--- src/rtl/uart_tx_ctrl.sv ---
// UART transmit controller: 8N1 framing, or 8 data + parity + 1 stop when UART_TX_PARITY_EN is defined.
// Bit time is (baud_div+1)*OSR clocks; tx comes straight from a flop.
module uart_tx_ctrl #(
  parameter int DIV_W = 16,
  parameter int OSR   = 16
) (
  input  logic             clk,
  input  logic             reset_n,
  input  logic [DIV_W-1:0] baud_div,
  input  logic [7:0]       tx_data,
  input  logic             tx_valid,
  output logic             tx_ready,
  input  logic             parity_odd,
  output logic             tx,
  output logic             busy
);

  localparam int OSW = (OSR > 1) ? $clog2(OSR) : 1;

`ifdef UART_TX_PARITY_EN
  typedef enum logic [2:0] {IDLE, START, DATA, PARITY, STOP} state_t;
`else
  typedef enum logic [2:0] {IDLE, START, DATA, STOP} state_t;
  logic unused_parity_odd;
  assign unused_parity_odd = parity_odd;
`endif

  state_t           state_q, state_d;
  logic [DIV_W-1:0] tick_cnt_q, tick_cnt_d;
  logic [OSW-1:0]   os_cnt_q, os_cnt_d;
  logic [2:0]       bit_idx_q, bit_idx_d;
  logic [7:0]       data_q, data_d;
  logic             tx_q, tx_d;
  logic             tick, bit_end;

  // >= rather than == so a divisor lowered below the running count still wraps at once
  assign tick    = (tick_cnt_q >= baud_div);
  assign bit_end = tick && (os_cnt_q == OSW'(OSR - 1));

  always_comb begin
    state_d    = state_q;
    tick_cnt_d = tick_cnt_q;
    os_cnt_d   = os_cnt_q;
    bit_idx_d  = bit_idx_q;
    data_d     = data_q;
    tx_d       = tx_q;
    if (state_q == IDLE) begin
      tx_d = 1'b1;
      if (tx_valid) begin
        data_d     = tx_data;
        tick_cnt_d = '0;
        os_cnt_d   = '0;
        bit_idx_d  = '0;
        state_d    = START;
        tx_d       = 1'b0;
      end
    end else begin
      tick_cnt_d = tick ? '0 : tick_cnt_q + 1'b1;
      if (tick) os_cnt_d = bit_end ? '0 : os_cnt_q + 1'b1;
      if (bit_end) begin
        case (state_q)
          START: begin
            state_d   = DATA;
            bit_idx_d = '0;
            tx_d      = data_q[0];
          end
          DATA: begin
            if (bit_idx_q == 3'd7) begin
`ifdef UART_TX_PARITY_EN
              state_d = PARITY;
              tx_d    = (^data_q) ^ parity_odd;
`else
              state_d = STOP;
              tx_d    = 1'b1;
`endif
            end else begin
              bit_idx_d = bit_idx_q + 3'd1;
              tx_d      = data_q[bit_idx_q + 3'd1];
            end
          end
`ifdef UART_TX_PARITY_EN
          PARITY: begin
            state_d = STOP;
            tx_d    = 1'b1;
          end
`endif
          STOP: begin
            state_d = IDLE;
            tx_d    = 1'b1;
          end
          default: begin
            state_d = IDLE;
            tx_d    = 1'b1;
          end
        endcase
      end
    end
  end

  always_ff @(posedge clk or negedge reset_n) begin
    if (!reset_n) begin
      state_q    <= IDLE;
      tick_cnt_q <= '0;
      os_cnt_q   <= '0;
      bit_idx_q  <= '0;
      data_q     <= '0;
      tx_q       <= 1'b1;
    end else begin
      state_q    <= state_d;
      tick_cnt_q <= tick_cnt_d;
      os_cnt_q   <= os_cnt_d;
      bit_idx_q  <= bit_idx_d;
      data_q     <= data_d;
      tx_q       <= tx_d;
    end
  end

  assign tx       = tx_q;
  assign tx_ready = (state_q == IDLE);
  assign busy     = ~tx_ready;

endmodule

--- config.mk ---
export PLATFORM = sky130hd
export DESIGN_NAME = uart_tx_ctrl
export DESIGN_NICKNAME = d
export VERILOG_FILES = /design/src/rtl/uart_tx_ctrl.sv
export SDC_FILE = /design/constraint.sdc
export NUM_CORES = 1
export LEC_CHECK = 0
export CAP_MARGIN = 0
export CELL_PAD_IN_SITES_DETAIL_PLACEMENT = 1
export CELL_PAD_IN_SITES_GLOBAL_PLACEMENT = 1
export CORE_ASPECT_RATIO = 1.75
export CORE_MARGIN = 4
export CORE_UTILIZATION = 38
export DETAILED_ROUTE_END_ITERATION = 16
export PLACE_DENSITY_LB_ADDON = 0.1
export SYNTH_ARGS = -nofsm -noshare
export SYNTH_HDL_FRONTEND = slang
export SYNTH_SLANG_ARGS = --single-unit
--- constraint.sdc ---
create_clock -name clk -period 2.4 [get_ports clk]
set_clock_uncertainty 0.2 [all_clocks]
set_input_delay 0.48 -clock clk [delete_from_list [all_inputs] [get_ports clk]]
set_output_delay 0.48 -clock clk [all_outputs]
set_load 0.02 [all_outputs]
==> metrics.yaml <==
io_pins: 31
synth_nets: 281
die_w_um: 65.6
cts_made_buffers: 5
p_sw_mw: 0.841
final.setup.worst_slack_ns: -0.346
drive_above_1_share_pct: 40.1
failed_checks: "negative setup slack"
start_util_pct: 39.5
grt.total_usage_pct: 21.0
dpl-instance-area_um2: 3010
num_rows: 36
worstHoldPathType: "reg2reg"
fill_cells: 661
p_seq_share_pct: 34.6
ys.flop_type: "dfrtp_1"
finalCritPeriodShare_pct: 114
clkPwrFrac_pct: 20.9
num_vias: 2087
crit_path_max_fanout: 6
powerDensity_nw_per_um2: 719
ys_seq_area_share_pct: 38.6
n_antenna_cell: 0
core_um2: 5590
clock_latency_ns: 0.30
drv_cap: 0
drv_slew: 0
status: "finished with violations"
ys_ff_latch: 34
netlist_instances: 230
htree_num_levels: 2
synth_common_cells: "33 x dfrtp_1, 24 x nand2_1, 23 x ha_1"
grt_remaining_overflow: 0
cts_tree: "done"
synth_edf_count: 0
rsz0062_at_grt: "yes"
grt_pass1_wl_mm: 11.4
ys_top_cells_by_area: "dfrtp_1 37%, ha_1 13%, mux2_2 4.6%"
grt_pass1_vias: 2470
path_clk_slew_ns: 0.07
sw_frac_of_total_pct: 34.3
setup_viol: 26
fmax_mhz: 364
die-area_um2: 7140
via_per_inst: 5.28
antenna_found_initial: 0
power.leakage_nw: 1.70
cts_hold_buf: 0
grt_start_max_net_pins: 35
root_buffer: "clkbuf_8"
pwr-share-comb_pct: 44.5
die_h_um: 109
avgSynthCellArea_um2: 9.60
clockBufferDepth: 2
wirelength_mm: 6.66
first_pass_iters: 4
p_int_mw: 1.61
place.gp.congestion: 0.753
period_needed_ns: 2.75
end_kind: "register"
io_buffers: 29
yosysTopAreaCellShare_pct: 37.4
async_flop_share_pct: 100
post-dp-hpwl_mm: 4.68
synth.distinct_cells: 47
synth-warning-count: 0
ant_nets: 0
syn_to_final_growth_pct: 54.6
ir_drop_mv: 0.608
yosys.area.top_type: "dfrtp_1"
cts_sinks: 34
wl_per_cell_um: 16.9
synth_area_um2: 2210
hold_viol_final: 0
tightestPinTransition_ns: 0.547
drc: 0
critical_path_class: "reg2reg"
first_iter_violations: 48
layout.nets: 369
arrival_ns: 2.73
critPathRequiredTime_ns: 2.38
yosysMostFrequentCell: "dfrtp_1"
cp-start-kind: "register"
slew_headroom_pct: 63.2
tns_ns: -6.57
final_design_area_no_fill_um2: 3410
-- cell usage in the layout, fill, tap and decap left out, drive strengths merged, types with 3 or more instances in the layout --
cell type and instances:
buf 57, dfrtp 33, nand2 24, ha 23, inv 22, o21ai 17
clkdlybuf4s50 14, dlygate4sd2 11, nor2 11, a21oi 10, mux2 9, a21o 9
nand3 9, clkbuf 9, and3 7, nor3b 7, nor3 4, nand4 3
nand2b 3
-- logic make-up after synthesis --
group | share of synthesized area [%]
AO/OA/AOI/OAI | 17.9
XOR/XNOR | 1.19
adder cells (fa/ha/maj) | 13.0
buffers and inverters | 4.82
flip-flops | 38.6
multiplexers | 7.08
AND/OR/NAND/NOR | 17.4
-- critical path: stages (launching register included) --
cell and delay [ns]:
dfrtp_1 0.42, ha_4 0.25, nand4_1 0.12, buf_4 0.13, buf_4 0.09, buf_4 0.09
buf_4 0.10, nor2_4 0.04, a221oi_4 0.37, buf_4 0.19, a21oi_4 0.09, and4bb_2 0.23
a311o_1 0.30
-- power by group through the flow --
stage	clock, mW	sequential (mW)	combinational (mW)
2_1_floorplan	0	0.854	0.528
3_3_place_gp	0	0.847	0.939
3_5_place_dp	0	0.856	0.969
4_1_cts	0.533	0.852	1.09
5_1_grt	0.552	0.871	1.21
6_report	0.513	0.849	1.09
-- flip-flops by register name, indices dropped and copies added, names as in the netlist --
| name | flops |
|---|---|
| tick_cnt_q | 16 |
| state_q | 2 |
| bit_idx_q | 3 |
| tx | 1 |
| os_cnt_q | 4 |
| data_q | 8 |
-- through the flow --
| stage | util (%) | std cells | power (mW) | hold slack [ns] | setup WS [ns] |
|---|---|---|---|---|---|
| after global routing | 61.1 | 395 | 2.63 | 0.326 | -0.456 |
| after detailed placement | 53.9 | 372 | 1.82 | 0.289 | -0.950 |
| final | 61.1 | 395 | 2.46 | 0.297 | -0.346 |
| after floorplan | - | 230 | 1.38 | -0.0156 | -0.239 |
| after CTS | 59.9 | 392 | 2.47 | 0.304 | -0.396 |
| after global placement | 53.9 | 372 | 1.79 | 0.281 | -0.895 |
-- final timing paths --
check	from	end	slack, ns	cells after the start
min in group asynchronous	reset_n	tick_cnt_q[15]	0.39	2
max in group asynchronous	reset_n	tx	1.26	2
worst max register to register	tick_cnt_q[10]	state_q[1]	-0.35	12
worst min-delay path	bit_idx_q[1]	bit_idx_q[1]	0.30	1
worst max-delay path	tick_cnt_q[10]	state_q[1]	-0.35	12
worst min register to register	bit_idx_q[1]	bit_idx_q[1]	0.30	1
-- what timing repair did --
item | CTS | global route
endpoints found under the setup margin | 28 | 26
buffers inserted | 12 | 6
pin swaps | 19 | 16
gates resized for setup | 48 | 13
-- metal layers --
layer  global-route usage (%)  vias to the layer above  share of wire, %
met3                     3.92                       13               2.8
met4                     10.7                        0               3.0
met1                     19.5                     1037                34
li1                         -                     1006                 -
met2                     41.4                       31                60
met5                        0                        -                 0
-- area by class of cell --
class / instances / area, um2 / area share [%]
clock buffer: 8 / 110 / 3.22
tap: 76 / 95.1 / 2.78
multi-input combinational: 169 / 1530 / 44.9
sequential: 34 / 852 / 25.0
inverter: 22 / 97.6 / 2.86
timing repair buffer: 86 / 727 / 21.3
Note: power is estimated with default switching activity, not from simulation.
